### src/rtl/if_stage_pkg.sv
// Shared definitions for the instruction-fetch stage: FSM state encodings,
// next-PC select codes, NOP encoding, MIPS-style opcode values and the default
// reset PC. Optional stall counter in if_stage is enabled by IF_STALL_COUNT_EN.
package if_stage_pkg;

   localparam logic [31:0] RESET_PC_DEFAULT = 32'h0000_0000;
   localparam logic [31:0] NOP_INSTR        = 32'h0000_0000;
   localparam logic [31:0] PC_STEP          = 32'd4;

   typedef enum logic [1:0] {
      ST_BOOT = 2'd0,
      ST_RUN  = 2'd1,
      ST_HOLD = 2'd2
   } fsm_state_e;

   typedef enum logic [1:0] {
      PC_HOLD  = 2'd0,
      PC_ADV   = 2'd1,
      PC_REDIR = 2'd2
   } pc_sel_e;

   typedef enum logic [5:0] {
      OP_RTYPE = 6'h00,
      OP_J     = 6'h02,
      OP_JAL   = 6'h03,
      OP_BEQ   = 6'h04,
      OP_BNE   = 6'h05,
      OP_ADDI  = 6'h08,
      OP_LW    = 6'h23,
      OP_SW    = 6'h2B
   } opcode_e;

   // Instruction addresses are word aligned; low two bits are dropped.
   function automatic logic [31:0] align_word(input logic [31:0] addr);
      return addr & 32'hFFFF_FFFC;
   endfunction

endpackage

### src/rtl/if_stage_pc_reg.sv
// Program counter register with next-PC mux and +4 adder. The select input
// chooses between holding, sequential advance and a word-aligned redirect.
module pc_reg
   import if_stage_pkg::*;
#(
   parameter logic [31:0] RESET_PC = RESET_PC_DEFAULT
) (
   input  logic        clk,
   input  logic        reset_n,
   input  pc_sel_e     sel_i,
   input  logic [31:0] redirect_pc_i,
   output logic [31:0] pc_o,
   output logic [31:0] pc4_o
);

   logic [31:0] pc_q;
   logic [31:0] pc_d;
   logic [31:0] pc4;

   // Sequential address; 32-bit add wraps FFFF_FFFC to 0 naturally.
   assign pc4 = pc_q + PC_STEP;

   // Next-PC selection.
   always_comb begin
      pc_d = pc_q;
      case (sel_i)
         PC_ADV:   pc_d = pc4;
         PC_REDIR: pc_d = align_word(redirect_pc_i);
         default:  pc_d = pc_q;
      endcase
   end

   // PC register, asynchronously forced to the reset vector.
   always_ff @(posedge clk or negedge reset_n) begin
      if (!reset_n) begin
         pc_q <= RESET_PC;
      end else begin
         pc_q <= pc_d;
      end
   end

   assign pc_o  = pc_q;
   assign pc4_o = pc4;

endmodule

### src/rtl/if_stage.sv
// Instruction-fetch stage: BOOT/RUN/HOLD control, IF/ID pipeline latch and
// decoded register fields for the hazard unit.
// Handshake: imem is a combinational read (imem_rdata valid in the same cycle
// as imem_addr); stall holds PC and IF/ID; redirect_valid wins over stall and
// inserts a bubble; both are ignored during BOOT.
// Optional: define IF_STALL_COUNT_EN to add the saturating stall_count output.
module if_stage
   import if_stage_pkg::*;
#(
   parameter logic [31:0] RESET_PC = RESET_PC_DEFAULT
) (
   input  logic        clk,
   input  logic        reset_n,
   input  logic        stall,
   input  logic        redirect_valid,
   input  logic [31:0] redirect_pc,
   output logic [31:0] imem_addr,
   input  logic [31:0] imem_rdata,
   output logic        if_id_valid,
   output logic [31:0] if_id_pc,
   output logic [31:0] if_id_pc4,
   output logic [31:0] if_id_instr,
   output logic [5:0]  if_id_opcode,
   output logic [4:0]  if_id_rs,
   output logic [4:0]  if_id_rt,
`ifdef IF_STALL_COUNT_EN
   output logic [31:0] stall_count,
`endif
   output fsm_state_e  state_dbg_o
);

   fsm_state_e  state_q;
   logic        valid_q;
   logic [31:0] if_pc_q;
   logic [31:0] if_pc4_q;
   logic [31:0] instr_q;
   pc_sel_e     pc_sel;
   logic [31:0] pc;
   logic [31:0] pc4;

   // Per-cycle priority outside BOOT: redirect, then stall, then advance.
   always_comb begin
      pc_sel = PC_HOLD;
      if (state_q != ST_BOOT) begin
         if (redirect_valid) begin
            pc_sel = PC_REDIR;
         end else if (stall) begin
            pc_sel = PC_HOLD;
         end else begin
            pc_sel = PC_ADV;
         end
      end
   end

   pc_reg #(
      .RESET_PC (RESET_PC)
   ) u_pc_reg (
      .clk           (clk),
      .reset_n       (reset_n),
      .sel_i         (pc_sel),
      .redirect_pc_i (redirect_pc),
      .pc_o          (pc),
      .pc4_o         (pc4)
   );

   // FSM and IF/ID latch; BOOT only waits one cycle and latches nothing.
   always_ff @(posedge clk or negedge reset_n) begin
      if (!reset_n) begin
         state_q  <= ST_BOOT;
         valid_q  <= 1'b0;
         if_pc_q  <= 32'h0;
         if_pc4_q <= 32'h0;
         instr_q  <= NOP_INSTR;
      end else begin
         case (state_q)
            ST_BOOT: begin
               state_q <= ST_RUN;
            end
            default: begin
               if (redirect_valid) begin
                  state_q  <= ST_RUN;
                  valid_q  <= 1'b0;
                  if_pc_q  <= 32'h0;
                  if_pc4_q <= 32'h0;
                  instr_q  <= NOP_INSTR;
               end else if (stall) begin
                  state_q <= ST_HOLD;
               end else begin
                  state_q  <= ST_RUN;
                  valid_q  <= 1'b1;
                  if_pc_q  <= pc;
                  if_pc4_q <= pc4;
                  instr_q  <= imem_rdata;
               end
            end
         endcase
      end
   end

`ifdef IF_STALL_COUNT_EN
   logic [31:0] stall_cnt_q;

   // Count cycles that cause HOLD; saturate at all-ones.
   always_ff @(posedge clk or negedge reset_n) begin
      if (!reset_n) begin
         stall_cnt_q <= 32'h0;
      end else if ((state_q != ST_BOOT) && stall && !redirect_valid &&
                   (stall_cnt_q != 32'hFFFF_FFFF)) begin
         stall_cnt_q <= stall_cnt_q + 32'd1;
      end
   end

   assign stall_count = stall_cnt_q;
`endif

   assign imem_addr    = pc;
   assign if_id_valid  = valid_q;
   assign if_id_pc     = if_pc_q;
   assign if_id_pc4    = if_pc4_q;
   assign if_id_instr  = instr_q;
   assign if_id_opcode = valid_q ? instr_q[31:26] : 6'h0;
   assign if_id_rs     = valid_q ? instr_q[25:21] : 5'h0;
   assign if_id_rt     = valid_q ? instr_q[20:16] : 5'h0;
   assign state_dbg_o  = state_q;

endmodule
### config.mk
export PLATFORM = sky130hd
export DESIGN_NAME = if_stage
export DESIGN_NICKNAME = d
export VERILOG_FILES = /design/src/rtl/if_stage_pkg.sv /design/src/rtl/if_stage_pc_reg.sv /design/src/rtl/if_stage.sv
export SDC_FILE = /design/constraint.sdc
export NUM_CORES = 1
export LEC_CHECK = 0
export CAP_MARGIN = 40
export CORE_MARGIN = 1.5
export CORE_UTILIZATION = 48
export DETAILED_ROUTE_END_ITERATION = 10
export MAX_ROUTING_LAYER = met4
export PLACE_DENSITY = 0.95
export SLEW_MARGIN = 20
export SYNTH_ARGS = -nofsm -noshare
export SYNTH_HDL_FRONTEND = slang
export SYNTH_SLANG_ARGS = --single-unit
### constraint.sdc
create_clock -name clk -period 4.48 [get_ports clk]
set_input_delay 0.896 -clock clk [delete_from_list [all_inputs] [get_ports clk]]
set_output_delay 0.896 -clock clk [all_outputs]
set_load 0.05 [all_outputs]
==> flow_summary.yaml <==
floorplan:
  die_x_um: 113
  core_um2: 11900
  start_util: 0.490
  io_pins: 215
  rows: 40
  die_y_um: 113
  die-area_um2: 12800
synth:
  ys_top_cells_by_count: "126 x dfrtp_1, 65 x a22o_1, 53 x nand2_1, 40 x o21ai_0, 34 x clkbuf_1"
  ys_seq_elements: 126
  synth_top_area_share: 0.540
  synthCells: 561
  syn_avg_cell_area_um2: 10.4
  yosysWarnings: 0
  ys_top_cells_by_area: "dfrtp_1 54%, a22o_1 9.8%, o21ai_0 3.4%, nand2_1 3.4%, xnor2_1 3.3%"
  synth_most_common_cell: "dfrtp_1"
  synth_top_area_cell: "dfrtp_1"
  synth_ff_type: "dfrtp_1"
  async_flop_share: 1.00
  yosysSeqAreaShare: 0.540
  synth.distinct_cells: 49
  synth_edf_count: 0
  synthesis.area_um2: 5840
run_status:
  status: "completed"
sta:
  setup-violations-final: 0
  max_freq_mhz: 320
  slew_violations: 0
  fin_tns_setup_ns: 0
  fin_crit_ns: 3.13
  rsz0062_at_grt: "no"
  finalWorstSetupSlack_ns: 1.35
  finClkSkew_ns: 0.0174
  hold_slack_ns: 0.411
  relSlewSlack: 0.500
  worst_pin_slew_ns: 0.750
  fin_crit_sh: 0.698
  finalHoldViolations: 0
route:
  top_layer_used: "met4"
  vias_per_cell: 5.85
  wl_met2_mm: 8.73
  drtIter0Drc: 332
  routed_wl_mm: 17.2
  wl_met1_mm: 6.94
  drt-pass1-iter-count: 7
  num_vias: 5286
  wl_met3_mm: 1.17
  detail-route-antenna-nets: 0
  wl_per_cell_um: 19.0
  drc_errors: 0
cts:
  post-cts-setup-buffers: 0
  cts_buffers: 17
  insertion_delay_ns: 0.42
  clockBufferDepth: 2
  cts_resized: 0
  clock-sinks: 126
  cts-root-buf: "clkbuf_16"
  htree_levels: 4
  hold_buffers: 0
  cts_tree: "yes"
  path_clk_slew_ns: 0.06
global_routing:
  grt_usage: 0.281
  grt_max_degree: 76
  grt_pass1_wl_mm: 27.3
  gr-total-overflow: 0
  antenna_found_initial: 0
  grt_pass1_vias: 5174
layout:
  insertedDiodeCount: 0
  multi_input_area_um2: 2430
  register_area_um2: 3150
  utilization: 0.719
  syn2layout_area_growth_pct: 46.8
  drive_gt1_frac: 0.0688
  final_net_count: 813
  fill_cells: 797
worst_setup_path:
  crit_start: "redirect_valid"
  crit_type: "primary input to flip-flop"
  reg2reg_from: "state_dbg_o[1]$_DFF_PN0_"
  critPathArrivalTime_ns: 3.47
  path_max_fanout: 11
  reg2reg_depth: 8
  crit_path_end_kind: "flip-flop"
  critPathLaunchType: "primary input"
  required_ns: 4.82
pwr:
  power_leakage_nw: 3.59
  powerDensity_nw_per_um2: 541
  power.total_w: 0.00463
  peakVddDrop_mv: 0.337
placement:
  portBuffers: 210
  gp_congestion: 0.833
  dp_hpwl_mm: 11.5
  dp_slack_ns: 1.00
job:
  drv_cap: 0
hold_path:
  hp-class: "primary input to async pin"
-- report_power, final --
group | switching, W | internal, W | leakage [nW]
Combinational | 0.00111 | 0.000607 | 1.71
Sequential | 0.000264 | 0.00133 | 1.62
Clock | 0.000513 | 0.000808 | 0.267
Total | 0.00189 | 0.00274 | 3.59
-- placed cells by master, fill, tap and decap left out, drive strengths merged, types with 3 or more instances in the layout --
cell / Yosys / routed
and3: 8 / 8
o211ai: 3 / 3
nor4: 3 / 3
nand3: 18 / 18
clkbuf: 37 / 20
a21oi: 16 / 16
mux2i: 4 / 4
a22oi: 15 / 15
xnor2: 22 / 22
and4: 5 / 5
dfrtp: 126 / 126
nor3: 18 / 18
clkinvlp: 0 / 6
o22ai: 5 / 5
xor2: 5 / 5
inv: 7 / 9
and2: 23 / 23
clkinv: 2 / 5
nand3b: 3 / 3
or3: 3 / 3
clkdlybuf4s50: 0 / 209
nand2: 53 / 53
o21ai: 42 / 42
nand4: 10 / 10
a22o: 65 / 65
nor2: 26 / 26
buf: 18 / 8
nor2b: 4 / 4
-- layer usage --
layer / vias to the layer above / track usage
met5: - / -
met4: 0 / 0.119
met3: 36 / 0.0691
met2: 234 / 0.459
met1: 2636 / 0.333
li1: 2380 / -
-- worst paths after layout --
check                      slack, ns                             to
max in group asynchronous       3.32    if_id_instr[18]$_DFFE_PN0P_
min                             0.41  u_pc_reg.pc_o[15]$_DFFE_PN0P_
max                             1.35  u_pc_reg.pc_o[27]$_DFFE_PN0P_
min in group clk                0.48       if_id_pc4[5]$_DFFE_PN0P_
min reg2reg                     0.48       if_id_pc4[5]$_DFFE_PN0P_
max reg2reg                     1.88  u_pc_reg.pc_o[27]$_DFFE_PN0P_
-- critical path, cell delays in order --
cell             delay (ns)
clkdlybuf4s50_1        0.58
nor2b_1                0.25
ha_2                   0.35
clkinv_1               0.36
nor2_1                 0.68
a22oi_1                0.19
nand3_1                0.15
-- kinds of logic after synthesis --
group                    count (synthesis)  synth area share
multiplexers                             5           0.00879
flip-flops                             126             0.540
buffers and inverters                   64            0.0480
other                                    1          0.000643
adder cells (fa/ha/maj)                  2           0.00429
XOR/XNOR                                27            0.0405
AO/OA/AOI/OAI                          157             0.192
AND/OR/NAND/NOR                        179             0.166
-- stage by stage --
stage / std cells / area (um2)
final: 903 / 8560
after floorplan: 562 / 5840
after CTS: 903 / 8560
after detailed placement: 871 / 7990
after global placement: 870 / 7960
after global routing: 903 / 8560
-- area by class of cell --
type,instances,share of cell area
Tap cell,147,0.0215
Inverter,9,0.00394
Timing Repair Buffer,217,0.256
Clock inverter,12,0.0130
Multi-Input combinational cell,372,0.283
Sequential cell,126,0.368
Clock buffer,20,0.0545
-- flip-flops by register name (all words and copies together), names as in the netlist --
| register | flops |
|---|---|
| if_id_pc4 | 30 |
| state_dbg_o | 2 |
| if_id_valid | 1 |
| u_pc_reg.pc_o | 30 |
| if_id_pc | 31 |
| if_id_instr | 32 |
No activity file was read; power rests on OpenSTA's default activity.
